===== src/rtl/lfsr_rng_core.sv =====
// lfsr_rng_core: parametrised Fibonacci LFSR random-word generator.
// Bits are shifted out one per enabled step and assembled into OUT_BITS-wide
// words that are offered on a valid/ready handshake. The LFSR freezes while
// a finished word waits for the consumer.
// Optional feature macro: LFSR_LOCKUP_RECOVERY_EN. When defined, an all-zero
// state (or an all-zero runtime seed) is replaced by SEED and lockup pulses.
// When undefined, zero is accepted as-is and lockup is tied low.

module lfsr_rng_core #(
  parameter int                WIDTH    = 31,
  parameter logic [WIDTH-1:0]  TAPS     = 31'h48000020,
  parameter logic [WIDTH-1:0]  SEED     = 31'b1000100110101011010111110101011,
  parameter int                OUT_BITS = 8
) (
  input  logic                clk_in,
  input  logic                reset,
  input  logic                enable,
  input  logic                seed_load,
  input  logic [WIDTH-1:0]    seed_in,
  input  logic                rnd_ready,
  output logic                rnd_valid,
  output logic [OUT_BITS-1:0] rnd_data,
  output logic [WIDTH-1:0]    state_out,
  output logic                lockup
);

  // A one-bit counter is kept even for OUT_BITS=1 so the declaration stays legal.
  localparam int CNT_W = (OUT_BITS > 1) ? $clog2(OUT_BITS) : 1;
  localparam logic [CNT_W-1:0] CNT_LAST = CNT_W'(OUT_BITS - 1);

  typedef enum logic {
    FILL  = 1'b0,
    VALID = 1'b1
  } fsm_t;

  fsm_t                fsm_q, fsm_d;
  logic [WIDTH-1:0]    lfsr_q, lfsr_d;
  logic [CNT_W-1:0]    cnt_q, cnt_d;
  logic [OUT_BITS-1:0] data_q, data_d;
  logic [OUT_BITS-1:0] data_shift;
  logic                fb;

`ifdef LFSR_LOCKUP_RECOVERY_EN
  logic lockup_q, lockup_d;
`endif

  assign fb = ^(lfsr_q & TAPS);

  // The word register takes the new feedback bit at its LSB; the first bit of
  // a word ends up at the MSB. A one-bit word simply becomes the feedback bit.
  generate
    if (OUT_BITS == 1) begin : g_one_bit
      assign data_shift = fb;
    end else begin : g_multi_bit
      assign data_shift = {data_q[OUT_BITS-2:0], fb};
    end
  endgenerate

  // Next-state logic: seed_load wins over everything, FILL steps when enabled,
  // VALID waits for the consumer with the LFSR frozen.
  always_comb begin
    fsm_d  = fsm_q;
    lfsr_d = lfsr_q;
    cnt_d  = cnt_q;
    data_d = data_q;
`ifdef LFSR_LOCKUP_RECOVERY_EN
    lockup_d = 1'b0;
`endif
    if (seed_load) begin
      fsm_d = FILL;
      cnt_d = '0;
`ifdef LFSR_LOCKUP_RECOVERY_EN
      if (seed_in == '0) begin
        lfsr_d   = SEED;
        lockup_d = 1'b1;
      end else begin
        lfsr_d = seed_in;
      end
`else
      lfsr_d = seed_in;
`endif
    end else begin
      case (fsm_q)
        FILL: begin
`ifdef LFSR_LOCKUP_RECOVERY_EN
          if (lfsr_q == '0) begin
            lfsr_d   = SEED;
            lockup_d = 1'b1;
          end else
`endif
          if (enable) begin
            lfsr_d = {lfsr_q[WIDTH-2:0], fb};
            data_d = data_shift;
            if (cnt_q == CNT_LAST) begin
              cnt_d = '0;
              fsm_d = VALID;
            end else begin
              cnt_d = cnt_q + 1'b1;
            end
          end
        end
        VALID: begin
          if (rnd_ready) begin
            fsm_d = FILL;
          end
        end
        default: fsm_d = FILL;
      endcase
    end
  end

  // State registers; reset discards any partial word and reloads SEED.
  always_ff @(posedge clk_in or posedge reset) begin
    if (reset) begin
      fsm_q  <= FILL;
      lfsr_q <= SEED;
      cnt_q  <= '0;
      data_q <= '0;
    end else begin
      fsm_q  <= fsm_d;
      lfsr_q <= lfsr_d;
      cnt_q  <= cnt_d;
      data_q <= data_d;
    end
  end

`ifdef LFSR_LOCKUP_RECOVERY_EN
  // One-cycle lockup pulse on the edge after a zero state or zero seed.
  always_ff @(posedge clk_in or posedge reset) begin
    if (reset) begin
      lockup_q <= 1'b0;
    end else begin
      lockup_q <= lockup_d;
    end
  end

  assign lockup = lockup_q;
`else
  assign lockup = 1'b0;
`endif

  assign rnd_valid = (fsm_q == VALID);
  assign rnd_data  = data_q;
  assign state_out = lfsr_q;

endmodule


===== config.mk =====
export PLATFORM = sky130hd
export DESIGN_NAME = lfsr_rng_core
export DESIGN_NICKNAME = d
export VERILOG_FILES = /design/src/rtl/lfsr_rng_core.sv
export SDC_FILE = /design/constraint.sdc
export NUM_CORES = 1
export LEC_CHECK = 0
export CAP_MARGIN = 0
export CORE_AREA = 3 3 70 72
export DETAILED_ROUTE_END_ITERATION = 10
export DIE_AREA = 0 0 73 75
export GPL_TIMING_DRIVEN = 0
export PLACE_DENSITY_LB_ADDON = 0.12
export SKIP_LAST_GASP = 1
export SYNTH_ARGS = -nofsm -noshare
export SYNTH_HDL_FRONTEND = slang
export SYNTH_SLANG_ARGS = --single-unit
export TNS_END_PERCENT = 5

===== constraint.sdc =====
create_clock -name clk_in -period 2.2 [get_ports clk_in]
set_input_delay 0.66 -clock clk_in [delete_from_list [all_inputs] [get_ports clk_in]]
set_output_delay 0.66 -clock clk_in [all_outputs]
set_load 0.05 [all_outputs]

==> run metrics <==
status=complete, but fails checks; violated checks=negative setup slack; via count of the first global-routing pass=1588; part of the Yosys area used for sequential elements=between 50% and 60%; Iter 0 DRT Violations=51; antenna violations before repair=0; count of buffer and inverter cells on the critical path=1; post-CTS setup buffer count=0; number of nets in the synthesized netlist=between 200 and 250; Crit-path slowest cell=sky130_fd_sc_hd__clkdlybuf4s50_1; power density cells=932 mW/mm²; achievable clock frequency=431 MHz; overall power after layout=approximately 2700 µW; most common cell after layout, fill and taps aside=sky130_fd_sc_hd__clkdlybuf4s50_1; type of the worst setup path=flop to output port; Critical path origin=state_out[13]; met1 GRT Util=24.0%; Worst Skew=0.00746 ns; CP startpoint kind=flop; time the worst path needs with I/O delays and setup=roughly 2.3 ns; H-Tree Level Count=2; Final period util=106%; arrival time of the worst setup path=approximately 1.7 ns; # fillers=340; pin slew with the least headroom to its limit=0.871 ns; number of max-capacitance violations reported=0; Mean Syn Cell Area=between 10 and 15 µm²; CP max stage delay=a little over 0.8 ns; routed vias=roughly 1600; overall die height=between 70 and 80 µm; maximum number of pins on one net before global-route repair=44; netlist area before placement=~0.002 mm²; Global Route met2 Usage=28.5%; post-route cell area=0.00294 mm²; number of antenna repair diodes=0; maximum count of clock buffers along a single path=2; Reg2Reg Launch Point=rnd_valid; largest driver fanout on the critical path=3; GRT busiest layer=met2; hold violation count in the final report=0; core region area=between 0.004 and 0.005 mm²; Mapped Cells=approximately 180; met3 layer usage reported by global route=under 10%; worst setup slack for register-to-register paths=approximately 0.83 ns; global route overflow=0; type of the tightest min-delay check=flop to flop; CTS buffer count=5; count of antenna-violating nets left after detailed routing=0; final count of negative-setup-slack endpoints=17; setup repair after global routing missed its margin=yes; endpoint type of the worst setup path=output port; wire length per cell=14.7 µm; Max-Slew Margin vs Limit=approximately two fifths; CP delay by family, top=buffers and inverters; CTS clk-pin slew, worst paths=approximately 0.080 ns; start point of the worst hold path=rnd_data[7]; list of cells traversed by the critical path=clkdlybuf4s50_1; required time at the worst-slack endpoint=approximately 1.5 ns; final hold slack=~0.50 ns; Leak Pwr=around 0.0013 µW; synthesis-to-layout area growth=46.6%; number of synthesized register bits=between 40 and 50; maximum vdd ir drop=between 0.0005 and 0.0006 V; Post-Place Setup Slack=0.133 ns; count of pins over their slew limit=0; commonest non-fill, non-tap cells in the layout=sky130_fd_sc_hd__clkdlybuf4s50_1, sky130_fd_sc_hd__nand2_1, sky130_fd_sc_hd__mux2i_1, sky130_fd_sc_hd__o21ai_1, sky130_fd_sc_hd__dfrtp_1; Clock Tree Root=sky130_fd_sc_hd__clkbuf_8; average vias per placed instance=between 4 and 5; Util after Layout=about two thirds; slack of the critical path=-0.121 ns; die extent in x=around 73 µm; Starting Density=46.1%; count of TritonRoute iterations in the first routing pass=4; Clock Sinks=43; DP HPWL=approximately 3.3 mm; number of nets in the layout=roughly 300; first-pass GRT wire length=approximately 7.6 mm; Tot GR Track Use=roughly 18%; port bufs=75; Die ar.=~0.0055 mm²; Total Wirelength=about 4.6 mm; Residual DRC=0; fraction of layout instances using a drive strength above 1=~15%; IO Count=just under 80; GPL Wtd Cong=approximately 0.76; source-to-sink clock delay at the later pin of the worst-skew pair=around 0.29 ns; count of unique library cells instantiated by Yosys=21; area of placed instances=about 0.0028 mm²; number of rows created at floorplan=24; total number of yosys warnings=0; CTS tree=done; cts-stage hold buffer count=0
-- report_power, final --
group | internal, µW | switching, µW
logic | 390 | 663
clock network | 367 | 268
registers | 953 | 101
total | 1710 | 1030
-- registers in the layout, indices dropped and copies added, names as in the netlist --
register	flops
cnt_q	3
rnd_valid	1
state_out	31
rnd_data	8
-- kinds of logic after synthesis --
group                      synth area share, %
DFF                                       54.7
and+or+nand+nor                           9.23
muxes                                     20.5
AOI/OAI and AO/OA                         8.60
buffers and inverters                     4.61
adders and majority gates                 1.25
xor gates and xnor gates                 0.873
other                                    0.187
-- Yosys cell counts (all sizes together) --
cell	n	area share [%]
a21o	1	0.37
a21oi	2	0.50
buf	11	4.1
clkbuf	2	0.37
conb	1	0.19
dfrtp	25	31
dfstp	18	24
ha	2	1.2
inv	1	0.19
mux2	9	5.1
mux2i	31	15
nand2	36	6.7
nand2b	2	0.62
nor2	4	1.6
nor2b	1	0.31
o21ai	31	7.7
xnor2	2	0.87
-- metal layers --
layer / vias up / share of wire (%)
met5: - / 0
met4: 0 / 1.7
met3: 7 / 7.6
met2: 62 / 47
met1: 723 / 44
li1: 769 / -
-- area by class of cell --
class                           instances  area [µm²]  share of cell area, %
Multi-Input combinational cell        122         816                   27.7
Tap cell                               52        65.1                   2.21
Sequential cell                        43        1100                   37.3
Buffer                                 13        88.8                   3.02
Inverter                                1        3.75                  0.128
Timing Repair Buffer                   75         752                   25.6
Clock buffer                            6        82.6                   2.81
Clock inverter                          2        35.0                   1.19
-- metrics by stage --
step	setup TNS, ns	cells
CTS	-2.09	314
floorplan	0	179
finish	-1.69	314
detailed placement	0	306
global route	-2.49	314
global placement	-8.79	306
-- worst paths after layout --
path | endpoint | cells past startpoint
worst max register to register | rnd_data[7] | 4
max in group asynchronous | state_out[2] | 2
worst min-delay path | rnd_data[7] | 1
worst max-delay path | state_out[13] | 1
worst min register to register | rnd_data[7] | 1
min in group asynchronous | rnd_data[5] | 2
-- what timing repair did --
item | 4_1_cts | 5_1_grt
setup endpoints to repair | 19 | 24
gates resized for setup | 1 | 1
pin swaps | 0 | 0
Note: power is estimated with default switching activity, not from simulation.
